**src/rtl/miriscv_lsu.sv**
```systemverilog
`default_nettype none
// ============================================================================
// Module      : miriscv_lsu
// Description : Load/store unit. Runs a req/gnt/rvalid transaction on the
//               data bus, stalls the core until the access completes, and
//               returns sign/zero-extended load data.
// Revision    : 1.0 - initial release
// ============================================================================
module miriscv_lsu (
    input  logic        clk_i,
    input  logic        rst_i,
    input  logic        lsu_req_i,
    input  logic        lsu_we_i,
    input  logic [2:0]  lsu_size_i,
    input  logic [31:0] lsu_addr_i,
    input  logic [31:0] lsu_data_i,
    output logic        lsu_stall_req_o,
    output logic [31:0] lsu_data_o,
    output logic        lsu_err_o,
    output logic        data_req_o,
    output logic        data_we_o,
    output logic [3:0]  data_be_o,
    output logic [31:0] data_addr_o,
    output logic [31:0] data_wdata_o,
    input  logic        data_gnt_i,
    input  logic        data_rvalid_i,
    input  logic [31:0] data_rdata_i
);

    localparam logic [2:0] c_LDST_B  = 3'd0;
    localparam logic [2:0] c_LDST_H  = 3'd1;
    localparam logic [2:0] c_LDST_W  = 3'd2;
    localparam logic [2:0] c_LDST_BU = 3'd4;
    localparam logic [2:0] c_LDST_HU = 3'd5;

    localparam logic [1:0] c_IDLE    = 2'd0;
    localparam logic [1:0] c_REQ     = 2'd1;
    localparam logic [1:0] c_WAIT_RV = 2'd2;
    localparam logic [1:0] c_DONE    = 2'd3;

    logic [1:0]  r_state;
    logic        r_we;
    logic [3:0]  r_be;
    logic [31:0] r_addr;
    logic [31:0] r_wdata;
    logic [31:0] r_ldata;
    logic [2:0]  r_size;
    logic [1:0]  r_off;

    logic        w_err;
    logic        w_err_idle;
    logic [3:0]  w_be;
    logic [31:0] w_wdata;
    logic [31:0] w_shifted;
    logic [31:0] w_ldata;

    // Alignment / size legality of the incoming request
    always_comb begin
        w_err = 1'b0;
        case (lsu_size_i)
            c_LDST_B, c_LDST_BU: w_err = 1'b0;
            c_LDST_H, c_LDST_HU: w_err = lsu_addr_i[0];
            c_LDST_W:            w_err = |lsu_addr_i[1:0];
            default:             w_err = 1'b1;
        endcase
    end

    // Errors only matter while a new request is being accepted
    assign w_err_idle      = (r_state == c_IDLE) & w_err;
    assign lsu_err_o       = lsu_req_i & w_err_idle;
    assign lsu_stall_req_o = lsu_req_i & ~w_err_idle & (r_state != c_DONE);

    // Byte enables and lane-replicated store data for the incoming request
    always_comb begin
        w_be    = 4'b1111;
        w_wdata = lsu_data_i;
        case (lsu_size_i)
            c_LDST_B, c_LDST_BU: begin
                w_be    = 4'b0001 << lsu_addr_i[1:0];
                w_wdata = {4{lsu_data_i[7:0]}};
            end
            c_LDST_H, c_LDST_HU: begin
                w_be    = 4'b0011 << lsu_addr_i[1:0];
                w_wdata = {2{lsu_data_i[15:0]}};
            end
            default: begin
                w_be    = 4'b1111;
                w_wdata = lsu_data_i;
            end
        endcase
    end

    // Align the addressed lane to bit 0 and extend according to the size
    assign w_shifted = data_rdata_i >> {r_off, 3'b000};

    always_comb begin
        w_ldata = w_shifted;
        case (r_size)
            c_LDST_B:  w_ldata = {{24{w_shifted[7]}}, w_shifted[7:0]};
            c_LDST_BU: w_ldata = {24'd0, w_shifted[7:0]};
            c_LDST_H:  w_ldata = {{16{w_shifted[15]}}, w_shifted[15:0]};
            c_LDST_HU: w_ldata = {16'd0, w_shifted[15:0]};
            default:   w_ldata = w_shifted;
        endcase
    end

    // Transaction FSM; bus fields are latched on entry to REQ and held stable
    always_ff @(posedge clk_i) begin
        if (rst_i) begin
            r_state <= c_IDLE;
            r_we    <= 1'b0;
            r_be    <= 4'd0;
            r_addr  <= 32'd0;
            r_wdata <= 32'd0;
            r_ldata <= 32'd0;
            r_size  <= 3'd0;
            r_off   <= 2'd0;
        end else begin
            case (r_state)
                c_IDLE: begin
                    if (lsu_req_i && !w_err) begin
                        r_state <= c_REQ;
                        r_we    <= lsu_we_i;
                        r_be    <= w_be;
                        r_addr  <= {lsu_addr_i[31:2], 2'b00};
                        r_wdata <= w_wdata;
                        r_size  <= lsu_size_i;
                        r_off   <= lsu_addr_i[1:0];
                    end
                end
                c_REQ: begin
                    if (data_gnt_i) begin
                        r_state <= r_we ? c_DONE : c_WAIT_RV;
                    end
                end
                c_WAIT_RV: begin
                    if (data_rvalid_i) begin
                        r_ldata <= w_ldata;
                        r_state <= c_DONE;
                    end
                end
                c_DONE:  r_state <= c_IDLE;
                default: r_state <= c_IDLE;
            endcase
        end
    end

    assign data_req_o   = (r_state == c_REQ);
    assign data_we_o    = r_we;
    assign data_be_o    = r_be;
    assign data_addr_o  = r_addr;
    assign data_wdata_o = r_wdata;
    assign lsu_data_o   = r_ldata;

endmodule
`default_nettype wire

```
**config.mk**
```make
export PLATFORM = sky130hd
export DESIGN_NAME = miriscv_lsu
export DESIGN_NICKNAME = d
export VERILOG_FILES = /design/src/rtl/miriscv_lsu.sv
export SDC_FILE = /design/constraint.sdc
export NUM_CORES = 1
export LEC_CHECK = 0
export CAP_MARGIN = 15
export CORE_ASPECT_RATIO = 1.5
export CORE_MARGIN = 1.5
export CORE_UTILIZATION = 46
export DETAILED_ROUTE_END_ITERATION = 16
export PLACE_DENSITY = 0.87
export REMOVE_ABC_BUFFERS = 1
export SLEW_MARGIN = 0
export SYNTH_ARGS = -nofsm -noshare
export SYNTH_HDL_FRONTEND = slang
export SYNTH_SLANG_ARGS = --single-unit
```
**constraint.sdc**
```tcl
create_clock -name clk_i -period 3.2 [get_ports clk_i]
set_clock_uncertainty 0.2 [all_clocks]
set_input_delay 0.64 -clock clk_i [delete_from_list [all_inputs] [get_ports clk_i]]
set_output_delay 0.64 -clock clk_i [all_outputs]
set_load 0.01 [all_outputs]
```
==> impl_metrics.yaml <==
run_status:
  outcome: "finished clean"
synth:
  postSynthAreaPerCell_um2: 8.155
  synth_cell_types: 37
  async_reset_ff_share_pct: 0
  synth_edf_count: 0
  synthCells: 587
  ys_seq_elements: 106
  synth.top_cell.area_share_pct: 44.33
  yosys_most_used_dff: "dfxtp_1"
  synth_area_mm2: 0.004787
  yosysMostFrequentCell: "nand2_1"
  synth_warnings: 0
  synth_top_area_cell: "dfxtp_1"
  synth.area.top_cells: "dfxtp_1 44%, nand2_1 10%, a21oi_1 9.5%, mux2i_1 6.9%, a211oi_1 3.9%"
  synth_common_cells: "131 x nand2_1, 106 x dfxtp_1, 91 x a21oi_1"
  yosysSeqAreaShare_pct: 44.33
clock_network:
  clkTransAtPathRegs_ps: 70
  cts_resized: 0
  cts-htree-levels: 3
  clock_path_buffers: 2
  insertion_delay_ps: 340
  cts_buffers: 9
  cts_tree: "yes"
  ctsHoldBuffers: 0
  postCtsSetupRepairBufs: 0
  ctsRootBufferMaster: "clkbuf_16"
  clock_sinks: 106
floorplanning:
  initial_core_util_pct: 47.23
  fp.dieH_um: 127.9
  core.rowCount: 45
  die_area_mm2: 0.01104
  io-pin-count: 209
  die_w_um: 86.30
  core_region_area_mm2: 0.01013
timing:
  drv_slew: 0
  finalCritPeriodShare_pct: 97.38
  hold_viol_final: 0
  slew_headroom_pct: 53.99
  period_minus_slack_ps: 3116
  setup_viol: 0
  tns_ps: 0
  rsz0062_at_grt: "false"
  worst_slew_pin_slew_ps: 690.2
  fmax_ghz: 0.3209
route:
  vias: 4989
  drt_wl_total_um: 14650
  drtIter0Drc: 184
  drt-wirelength-per-cell_um: 16.38
  post_drt_via_cell_ratio: 5.581
  antenna_left: 0
  first_pass_iters: 4
  remaining_drc_errors: 0
cells_and_area:
  areaGrowthSynthToFinish_pct: 52.22
  nets: 881
  antennaDiodeCount: 0
  drive_gt1_share_pct: 6.435
  fin_cells: 894
worst_hold_path:
  hold_class: "flop to flop"
  worstHoldStart: "data_wdata_o[28]"
global_route:
  antenna_found_initial: 0
  grt_util_all_layers_pct: 26.30
  grt_pass1_vias: 4930
  grt-ovfl-total: 0
  grt_max_degree: 66
  grt_pass1_wl_um: 23040
critical_path:
  worstPathCellList: "clkdlybuf4s50_1 -> a21oi_1 -> nor2_1 -> and3_1 -> clkdlybuf4s50_1"
  worstPathArrival_ps: 2280
  cp-startpoint: "lsu_size_i[0]"
  worst_setup_path_start_kind: "input port"
  crit_top_cell: "clkdlybuf4s50_1"
  reg2reg_from: "r_off[1]"
  cp_slowest_cell: "clkdlybuf4s50_1"
  critPathMaxStageDelay_ps: 620
  cp_max_fo: 4
  worstSetupPathType: "input port to output pin"
  crit_family: "buffers and inverters"
  cp_data_required_time_ps: 2360
  crit_buf_inv: 2
  worst_setup_path_end_kind: "output pin"
job:
  cap_violations: 0
placed_design:
  io_buffers: 206
  dp_hpwl_um: 10780
  dp.cells: 878
  place_congestion: 0.9711
power:
  vdd_ir_drop_max_mv: 0.2918
  cellPowerDensity_mw_per_mm2: 481.9
  leakagePower_nw: 2.606
## registers in the layout, indices dropped and copies added (netlist names)
signal	cells
data_addr_o	30
r_off	2
lsu_data_o	32
data_be_o	4
r_state	2
data_wdata_o	32
r_size	3
data_we_o	1
## path summary, 6_finish.rpt
path                 endpoint  slack, ps  cells after the start
max                 lsu_err_o         80                      5
min          data_wdata_o[28]        250                      2
max reg2reg    lsu_data_o[25]        970                      5
min reg2reg  data_wdata_o[28]        250                      2
## power by group
part           switching [mW]  internal [mW]
Clock                   0.473          0.864
Combinational           0.348          0.378
Sequential             0.0499           1.40
Total                   0.870           2.64
## cell families after synthesis
kind of cell | after synthesis | share of synthesized area [%]
multiplexers | 42 | 9.253
AND/OR/NAND/NOR | 209 | 18.03
buffers and inverters | 60 | 6.168
other | 1 | 0.07834
flip-flops | 106 | 44.33
AO/OA/AOI/OAI | 165 | 21.09
adder cells (fa/ha/maj) | 4 | 1.046
## area by class of cell
class,instances,area (um2)
Sequential cell,106,2122
Multi-Input combinational cell,422,2390
Fill cell,769,2848
Clock buffer,11,242.7
Inverter,7,26.28
Tap cell,117,146.4
Clock inverter,5,125.1
Timing Repair Buffer,226,2235
## per-layer routing
layer  wire length [um]  vias to the layer above  share of wire (%)  track usage, %
li1                   -                     2397                  -               -
met1               5331                     2320                 36           27.77
met2               7597                      234                 52           46.83
met3               1111                       38                7.6           7.019
met4                608                        0                4.2           14.42
met5                  0                        -                  0               0
## per-stage QoR
stage	area [um2]	setup WS [ps]	power, mW	utilization [%]	hold WS, ps
global route	7287	17.31	3.651	71.90	268.3
floorplan	4522	164.4	1.762	-	244.4
detailed placement	6919	94.07	2.200	68.27	247.8
global placement	6919	97.16	2.179	68.27	240.4
CTS	7287	77.75	3.532	71.90	256.7
finish	7287	83.88	3.511	71.90	254.6
## worst register-to-register path, cell delays in order, from the launching register on
cell and delay [ps]:
dfxtp_1 500, nor2b_1 190, buf_4 190, nor2b_1 540, a21oi_1 260, a211oi_1 270
## cell usage in the layout, fill, tap and decap left out, types with 2 or more instances in the layout
cell               n
mux2_2             8
a21o_1             2
o21ai_0           11
nor3_1            15
nand2_1          131
clkbuf_16          9
nor2b_1            3
o2bb2ai_1          7
dfxtp_1          106
a211oi_1          25
conb_1             2
buf_4             19
buf_12             2
clkdlybuf4s50_1  205
mux2i_1           33
o211ai_1          16
bufinv_16          4
a311oi_1           8
ha_1               4
nand2b_1           5
nor2_1            48
a21oi_1           91
inv_1              7
(Power assumes the default switching activity.)
